### config.mk
export PLATFORM = sky130hd
export DESIGN_NAME = div_arbiter
export DESIGN_NICKNAME = d
export VERILOG_FILES = /design/src/rtl/div_arbiter.sv
export SDC_FILE = /design/constraint.sdc
export NUM_CORES = 1
export LEC_CHECK = 0
export ABC_AREA = 1
export BUFFER_PORTS_ARGS = -buffer_cell sky130_fd_sc_hd__buf_4
export CORE_AREA = 10 10 148 150
export CTS_CLUSTER_SIZE = 20
export DETAILED_ROUTE_END_ITERATION = 7
export DIE_AREA = 0 0 158 160
export PLACE_DENSITY = 0.74
export SKIP_CTS_REPAIR_TIMING = 1
export SLEW_MARGIN = 0
export SYNTH_ARGS = -nofsm -noshare
export SYNTH_HDL_FRONTEND = slang
export SYNTH_SLANG_ARGS = --single-unit
### constraint.sdc
create_clock -name clk -period 7.8 [get_ports clk]
set_clock_uncertainty 0.2 [all_clocks]
set_input_delay 1.17 -clock clk [delete_from_list [all_inputs] [get_ports clk]]
set_output_delay 1.17 -clock clk [all_outputs]
set_load 0.005 [all_outputs]
### src/rtl/div_arbiter.sv
// rtl/div_arbiter.sv - round-robin sequencer for a shared multicycle combinational divider
//
// Grants one of NREQ unsigned divide requests at a time, drives the granted
// operands onto the divider through registers, waits DIV_CYCLES edges for the
// divider to settle, then presents the quotient and flags on one response
// channel tagged with the requester index. A zero divisor is answered locally.
//
// Ports:
//   clk, rst                      clock (rising edge), asynchronous active-high reset
//   req_valid[NREQ]               per-requester request valid
//   req_ready[NREQ]               per-requester accept strobe (one-hot or zero)
//   req_a, req_b [NREQ*N]         packed dividends / divisors, requester i at [i*N +: N]
//   rsp_valid, rsp_ready          response handshake
//   rsp_id                        owner of the response
//   rsp_c, rsp_zero, rsp_ovf, rsp_dbz   quotient and flags
//   busy                          an operation is in flight or awaiting retirement
//   div_a, div_b                  registered operands to the divider
//   div_c, div_zero, div_cout, div_overflow   divider results

module div_arbiter #(
    parameter int N          = 32,
    parameter int NREQ       = 4,
    parameter int DIV_CYCLES = 4
) (
    input  logic                      clk,
    input  logic                      rst,
    input  logic [NREQ-1:0]           req_valid,
    output logic [NREQ-1:0]           req_ready,
    input  logic [NREQ*N-1:0]         req_a,
    input  logic [NREQ*N-1:0]         req_b,
    output logic                      rsp_valid,
    input  logic                      rsp_ready,
    output logic [$clog2(NREQ)-1:0]   rsp_id,
    output logic [N-1:0]              rsp_c,
    output logic                      rsp_zero,
    output logic                      rsp_ovf,
    output logic                      rsp_dbz,
    output logic                      busy,
    output logic [N-1:0]              div_a,
    output logic [N-1:0]              div_b,
    input  logic [N-1:0]              div_c,
    input  logic                      div_zero,
    input  logic                      div_cout,
    input  logic                      div_overflow
);

    localparam int IW = $clog2(NREQ);
    localparam int CW = (DIV_CYCLES > 1) ? $clog2(DIV_CYCLES) : 1;

    typedef enum logic [1:0] {
        IDLE = 2'd0,
        WAIT = 2'd1,
        RESP = 2'd2
    } state_t;

    state_t          state;
    state_t          state_nx;
    logic [IW-1:0]   ptr;
    logic [CW-1:0]   cnt;
    logic [IW-1:0]   grant_idx;
    logic            grant_found;
    logic            accept;
    logic [N-1:0]    a_arr [NREQ];
    logic [N-1:0]    b_arr [NREQ];
    logic [N-1:0]    sel_a;
    logic [N-1:0]    sel_b;

    for (genvar i = 0; i < NREQ; i++) begin : g_unpack
        assign a_arr[i] = req_a[i*N +: N];
        assign b_arr[i] = req_b[i*N +: N];
    end

    // Round-robin scan starting at ptr, wrapping past NREQ-1 back to 0.
    // The sum is one bit wider so ptr + j never overflows before the wrap.
    always_comb begin
        logic [IW:0] scan;
        grant_found = 1'b0;
        grant_idx   = '0;
        scan        = '0;
        for (int j = 0; j < NREQ; j++) begin
            scan = {1'b0, ptr} + (IW+1)'(j);
            if (scan >= (IW+1)'(NREQ)) begin
                scan = scan - (IW+1)'(NREQ);
            end
            if (!grant_found && req_valid[scan[IW-1:0]]) begin
                grant_found = 1'b1;
                grant_idx   = scan[IW-1:0];
            end
        end
    end

    // No handshake may complete while reset is held, so the grant is masked by rst.
    assign accept = (state == IDLE) && grant_found && !rst;
    assign sel_a  = a_arr[grant_idx];
    assign sel_b  = b_arr[grant_idx];

    // State register
    always_ff @(posedge clk or posedge rst) begin
        if (rst) begin
            state <= IDLE;
        end else begin
            state <= state_nx;
        end
    end

    // Next-state logic
    always_comb begin
        state_nx = state;
        case (state)
            IDLE: begin
                if (accept) begin
                    state_nx = (sel_b == '0) ? RESP : WAIT;
                end
            end
            WAIT: begin
                if (cnt == '0) begin
                    state_nx = RESP;
                end
            end
            RESP: begin
                if (rsp_ready) begin
                    state_nx = IDLE;
                end
            end
            default: state_nx = IDLE;
        endcase
    end

    // Outputs decoded from state
    always_comb begin
        req_ready = '0;
        if (accept) begin
            req_ready[grant_idx] = 1'b1;
        end
        rsp_valid = (state == RESP);
        busy      = (state != IDLE);
    end

    // Operand, pointer, counter and response registers
    always_ff @(posedge clk or posedge rst) begin
        if (rst) begin
            ptr      <= '0;
            cnt      <= '0;
            div_a    <= '0;
            div_b    <= '0;
            rsp_id   <= '0;
            rsp_c    <= '0;
            rsp_zero <= 1'b0;
            rsp_ovf  <= 1'b0;
            rsp_dbz  <= 1'b0;
        end else begin
            if (accept) begin
                div_a  <= sel_a;
                div_b  <= sel_b;
                rsp_id <= grant_idx;
                ptr    <= (grant_idx == IW'(NREQ - 1)) ? '0 : grant_idx + IW'(1);
                if (sel_b == '0) begin
                    // Answered without the divider: saturated quotient, dbz set.
                    rsp_c    <= '1;
                    rsp_dbz  <= 1'b1;
                    rsp_zero <= (sel_a == '0);
                    rsp_ovf  <= 1'b0;
                end else begin
                    cnt <= CW'(DIV_CYCLES - 1);
                end
            end
            if (state == WAIT) begin
                if (cnt != '0) begin
                    cnt <= cnt - CW'(1);
                end else begin
                    // Divider has had DIV_CYCLES edges of stable inputs.
                    rsp_c    <= div_c;
                    rsp_zero <= div_zero;
                    rsp_ovf  <= div_cout | div_overflow;
                    rsp_dbz  <= 1'b0;
                end
            end
        end
    end

endmodule
---- After elaboration in Yosys (flattened, before gate mapping) ----
Index checks and enable logic that the tools add are counted.
Widths: inputs -> output; s select.
cells by class
  $add $sub $neg .......................... 9
  multiply operators ...................... 0
  divide/modulo/power cells ............... 0
  $lt $le $gt $ge ......................... 11
  equal/unequal tests ..................... 6
  shift operators ......................... 0
  mux-type cells .......................... 55
  bitwise operators ....................... 2
  reduce and logical (&&, ||, !) cells .... 17
operators with widths
  kind                 count
  $mux 32              8
  $bmux 32 s2          2
  $logic_not 32->1     2
  $mux 2               17
  $mux 1               21
  $lt 2x3->1 const B   5
  $ge 3x3->1 const B   4
  $sub 2x1->2 const B  5
  $bmux 1 s2           4
  $add 2x2->3 const B  2
  $logic_and 1x1->1    6
  $pmux 2 s3           1
  $eq 2x2->1 const B   2
  $logic_not 1->1      4
  $logic_not 2->1      2
  $mux 4               1
  $ne 2x2->1 const B   2
  $reduce_bool 2->1    2
  $add 2x1->3 const B  1
  $ge 2x3->1 const B   1
  $not 2->3            1
  $reduce_and 3->1     1
  $add 2x1->2 const B  1
  $demux 1 s2          1
  4 further kinds      4
storage, ports and cells
  flip-flop bits (word level) ............. 107
  latch bits .............................. 0
  memory bits (writable) .................. 0
  ROM bits ................................ 0
  input bits .............................. 298
  word-level logic and storage cells ...... 110
  memories ................................ 0

---- Logic depth before layout (Yosys ltp) ----
  word-level depth ........................ 23
  mapped depth ............................ 24
  mapped depth without buffers ............ 22

---- Least setup slack after synthesis ----
Ideal clock, no wire load.
  path type ............................... input to output
  start point ............................. in rst
  end point ............................... out req_ready[0]
  data arrival time ....................... 4.593 ns
  data required time ...................... 6.430 ns
  setup slack ............................. 1.837 ns
  stages .................................. 4
  path through ............................ inv_1 -> nand3_1 -> clkbuf_1 -> nor2_1
between the ends
  longest elaborated chain between the ends .. 3
RTL lines
  element                           line  source
  from (decl)                       26    input logic rst,
  $logic_not 1->1 (no source line)  --
  $logic_and 1x1->1                 93    assign accept = (state == IDLE) && grant_found && !rst;
  $mux 4                            132   if (accept) begin
  to (decl)                         28    output logic [NREQ-1:0] req_ready,
Every way passes these cells.

---- Worst setup path after layout ----
  start point ............................. in req_valid[3]
  end point ............................... out req_ready[2]
between the ends
  longest elaborated chain between the ends .. 17
  elaborated cells between the ends (all ways) .. 30
  those cells by class .................... 2 x order compare; 19 x mux; 9 x reduce/logical
RTL lines
  element                                                                line  source
  from (decl)                                                            27    input logic [NREQ-1:0] req_valid,
  $bmux 1 s2                                                             85    if (!grant_found && req_valid[scan[IW-1:0]]) begin
  $mux 1 (not written as such)                                           85
  $mux 1                                                                 85
  $logic_not 1->1                                                        85
  $logic_and 1x1->1                                                      85
  $mux 1                                                                 85
  $logic_not 1->1                                                        85
  $logic_and 1x1->1                                                      85
  $mux 1                                                                 85
  $logic_not 1->1                                                        85
  $logic_and 1x1->1                                                      85
  $mux 2                                                                 85
  $lt 2x3->1 (not written as such) / $ge 2x1->1 (equally long branches)  133   req_ready[grant_idx] = 1'b1;
  $logic_and 1x1->1 (not written as such)                                133
  $mux 1 (not written as such)                                           133
  $demux 1 s2                                                            133
  $mux 4 *                                                               132
Mark *: on every way between the ends. The rest lies on a longest branch, timed or not. The select of a mux whose other input is x is not followed.

==> summary.md <==
| Metric | Value |
|---|---|
| Final number of hold-violating endpoints | 0 |
| Buffers on Ports | 404 |
| Crit path max fanout | 99 |
| # rows | approximately 50 |
| Max-cap viol count | 0 |
| Core Region | about 19000 um^2 |
| Area Growth Syn to Fin | 41.3% |
| Cell Chain, Critical Path | buf_4, inv_1, nand2_1, nand3_1, nand2_1, nor2_4, nand3_4, nand3_4, buf_4, ha_1, inv_1, nor2_1, buf_4 |
| DRC | 0 |
| Syn_nets | roughly 1500 |
| Unrepaired setup endpoints after global routing | false |
| Leak | around 6 nW |
| GRT Overall Usage | 0.267 |
| Drt pass-1 iters | 5 |
| R2R setup slack | between 2 and 3 ns |
| Fmax | 179 MHz |
| Area leader, netlist | dfrtp_1 |
| Worst hold path cell count | 2 |
| Diode count | 0 |
| Netlist Area Pre-Place | 7850 um^2 |
| WS Path Type | in2out |
| Beginning of the worst hold path | div_a[12]$_DFFE_PP0P_ |
| Synth Instances | approximately 1200 |
| Commonest non-fill, non-tap cell in the layout | nand2_1 |
| First-pass GRT wire length | ~53 mm |
| Period utilization | 0.718 |
| Largest net degree at the start of global routing | 105 |
| CP Data Arrival Time | 4.23 ns |
| Crit-path max cell delay | about 0.82 ns |
| CTS tree | yes |
| Yosys warnings | 0 |
| Global placer's final weighted congestion | around 0.93 |
| CTS buffer count | 9 |
| Total negative setup slack | 0 ns |
| Crit path time final | about 5.6 ns |
| Routed met2 length | around 16 mm |
| Top cell by count, worst path | buf_4 |
| CP bufs+invs | 5 |
| Ports | 405 |
| Die Height | approximately 160 um |
| Most frequent cells in the layout | 467 x nand2_1, 413 x buf_4, 143 x nand3_1, 113 x nor2_1, 112 x nand4_1 |
| Synth top area cells | dfrtp_1 34%, nand2_1 22%, nand3_1 9.2% |
| Pins Over Slew Limit | 0 |
| H-Tree Depth | 3 |
| CP startpoint kind | input pin |
| Dominant synthesized flop cell | dfrtp_1 |
| Top Family by Delay on Critical Path | simple AND/OR/NAND/NOR gates |
| Crit-path slowest cell | buf_4 |
| Final setup viols | 0 |
| Nets@finish | 1861 |
| Drt wl/cell | roughly 20 um |
| Filler Cells Inserted | roughly 1900 |
| Initial antenna violation count | 0 |
| Layout Utilization | 0.581 |
| Dpl hpwl | roughly 27 mm |
| CP endpoint kind | output pin |
| Reg2reg start | ptr[0]$_DFFE_PP0P_ |
| Met3 WL post-DR | roughly 3.7 mm |
| Reg clk slew, reported paths | approximately 0.070 ns |
| Slew margin rel. | 0.250 |
| Synth unique cells | 29 |
| Pwr dens | 556 nW/um^2 |
| Outcome | finished clean |
| WP data required | around 6.4 ns |
| Register area share after synthesis | 0.341 |
| Clk sinks | about 110 |
| Max Root-Sink Buffers | 2 |
| Reg2reg path depth | 21 |
| Hold path endpoint | div_a[12]$_DFFE_PP0P_ |
| Total grt overflow | 0 |
| Max Used Layer | met4 |
| Share of cells above drive strength 1 | 0.304 |
| Syn avg cell area | 6.38 um^2 |
| CTS Root Cell | clkbuf_16 |
| Antenna viol nets, final | 0 |
| Met1 WL | roughly 14 mm |
| Number of flops mapped to enable cells by yosys | 0 |
| Chip width | between 150 and 200 um |
| Worst r2r dst | rsp_zero$_DFF_PP0_ |
| Top cell type's share of synthesized area | 0.341 |
| Vias in the first global route | between 9000 and 10000 |
| Initial Utilization | 0.411 |
| Die area | around 25000 um^2 |
| Number of DRC markers in iteration 0 | around 850 |
| Vias per inst | around 5.3 |
| IR Drop Worst-Case VDD | ~0.00036 V |
| Slew @ Worst Pin | between 1 and 1.5 ns |
| Final wirelength | between 30 and 40 mm |
| Synthesized flop and latch total | approximately 110 |
| Hold Path Class | reg2reg |
| Synth async-reset ratio | 1.00 |
| Vias | between 9000 and 10000 |
| Clk_lat worst skew | 0.36 ns |
area by class of cell:
cell class / instances / area [um^2] / share of cell area
inverters: 65 / 251 / 0.0227
clock inverters: 7 / 57.6 / 0.00519
repair buffers: 413 / 3100 / 0.280
flip-flops and latches: 107 / 2680 / 0.242
multi-input cells: 963 / 4480 / 0.404
well taps: 238 / 298 / 0.0269
clock buffers: 9 / 225 / 0.0203
per-layer routing:
| layer | vias up | global-route usage |
|---|---|---|
| li1 | 4702 | - |
| met1 | 4383 | 0.331 |
| met2 | 487 | 0.424 |
| met4 | 0 | 0.104 |
| met3 | 64 | 0.0800 |
| met5 | - | 0 |
synth_stat cells, types with 3 or more instances:
| master | number |
|---|---|
| dfrtp_1 | 107 |
| a21oi_2 | 30 |
| a21oi_1 | 5 |
| nor2_1 | 114 |
| buf_6 | 9 |
| nand2_2 | 3 |
| nand4_1 | 112 |
| buf_2 | 45 |
| clkbuf_1 | 31 |
| nand3_1 | 144 |
| o21ai_0 | 71 |
| buf_1 | 7 |
| ha_1 | 4 |
| buf_4 | 3 |
| inv_1 | 60 |
| nand2_1 | 467 |
| nand3_2 | 3 |
worst max path at each step:
stage / endpoint / cells past startpoint / slack [ns] / startpoint
finish: req_ready[2] / 13 / 2.20 / req_valid[3]
global placement: req_ready[2] / 13 / 2.27 / req_valid[3]
detailed placement: rsp_zero$_DFF_PP0_ / 21 / 2.23 / req_valid[3]
CTS: req_ready[2] / 13 / 2.24 / req_valid[3]
floorplan: req_ready[0] / 4 / 1.84 / rst
global route: req_ready[2] / 13 / 1.96 / req_valid[3]
worst min-delay path: cells and delay by family (launching register included):
kind	cells	cell delay (ns)
DFF	1	0.35
and+or+nand+nor	1	0.05
AOI/OAI and AO/OA	1	0.05
logic make-up (layout without fill, tap and decap cells):
family	count (synthesis)	after routing	share of synthesized area
adders and majority gates	4	4	0.00638
buffers and inverters	160	494	0.0944
and+or+nand+nor	848	848	0.471
DFF	107	107	0.341
AOI/OAI and AO/OA	111	111	0.0867
through the flow:
step	power, mW	area (um^2)	std cells	setup WS, ns	hold WS [ns]
after floorplan	4.15	7850	1230	1.84	0.259
after global placement	5.63	10800	1786	2.27	0.268
after detailed placement	5.68	10800	1786	2.23	0.274
after CTS	6.14	11100	1802	2.24	0.292
after global routing	6.80	11100	1802	1.96	0.312
final	6.17	11100	1802	2.20	0.287
sequential cells by signal (all words and copies together) (netlist names):
name / count
rsp_c: 32
state: 2
cnt: 2
rsp_zero: 1
div_a: 32
ptr: 2
rsp_id: 2
div_b: 32
rsp_ovf: 1
rsp_dbz: 1
power breakdown:
| group | internal [mW] | total, mW | switching, mW |
|---|---|---|---|
| sequential | 0.837 | 1.02 | 0.187 |
| combinational | 1.55 | 4.69 | 3.14 |
| clock | 0.222 | 0.451 | 0.229 |
Note: power is estimated with default switching activity, not from simulation.
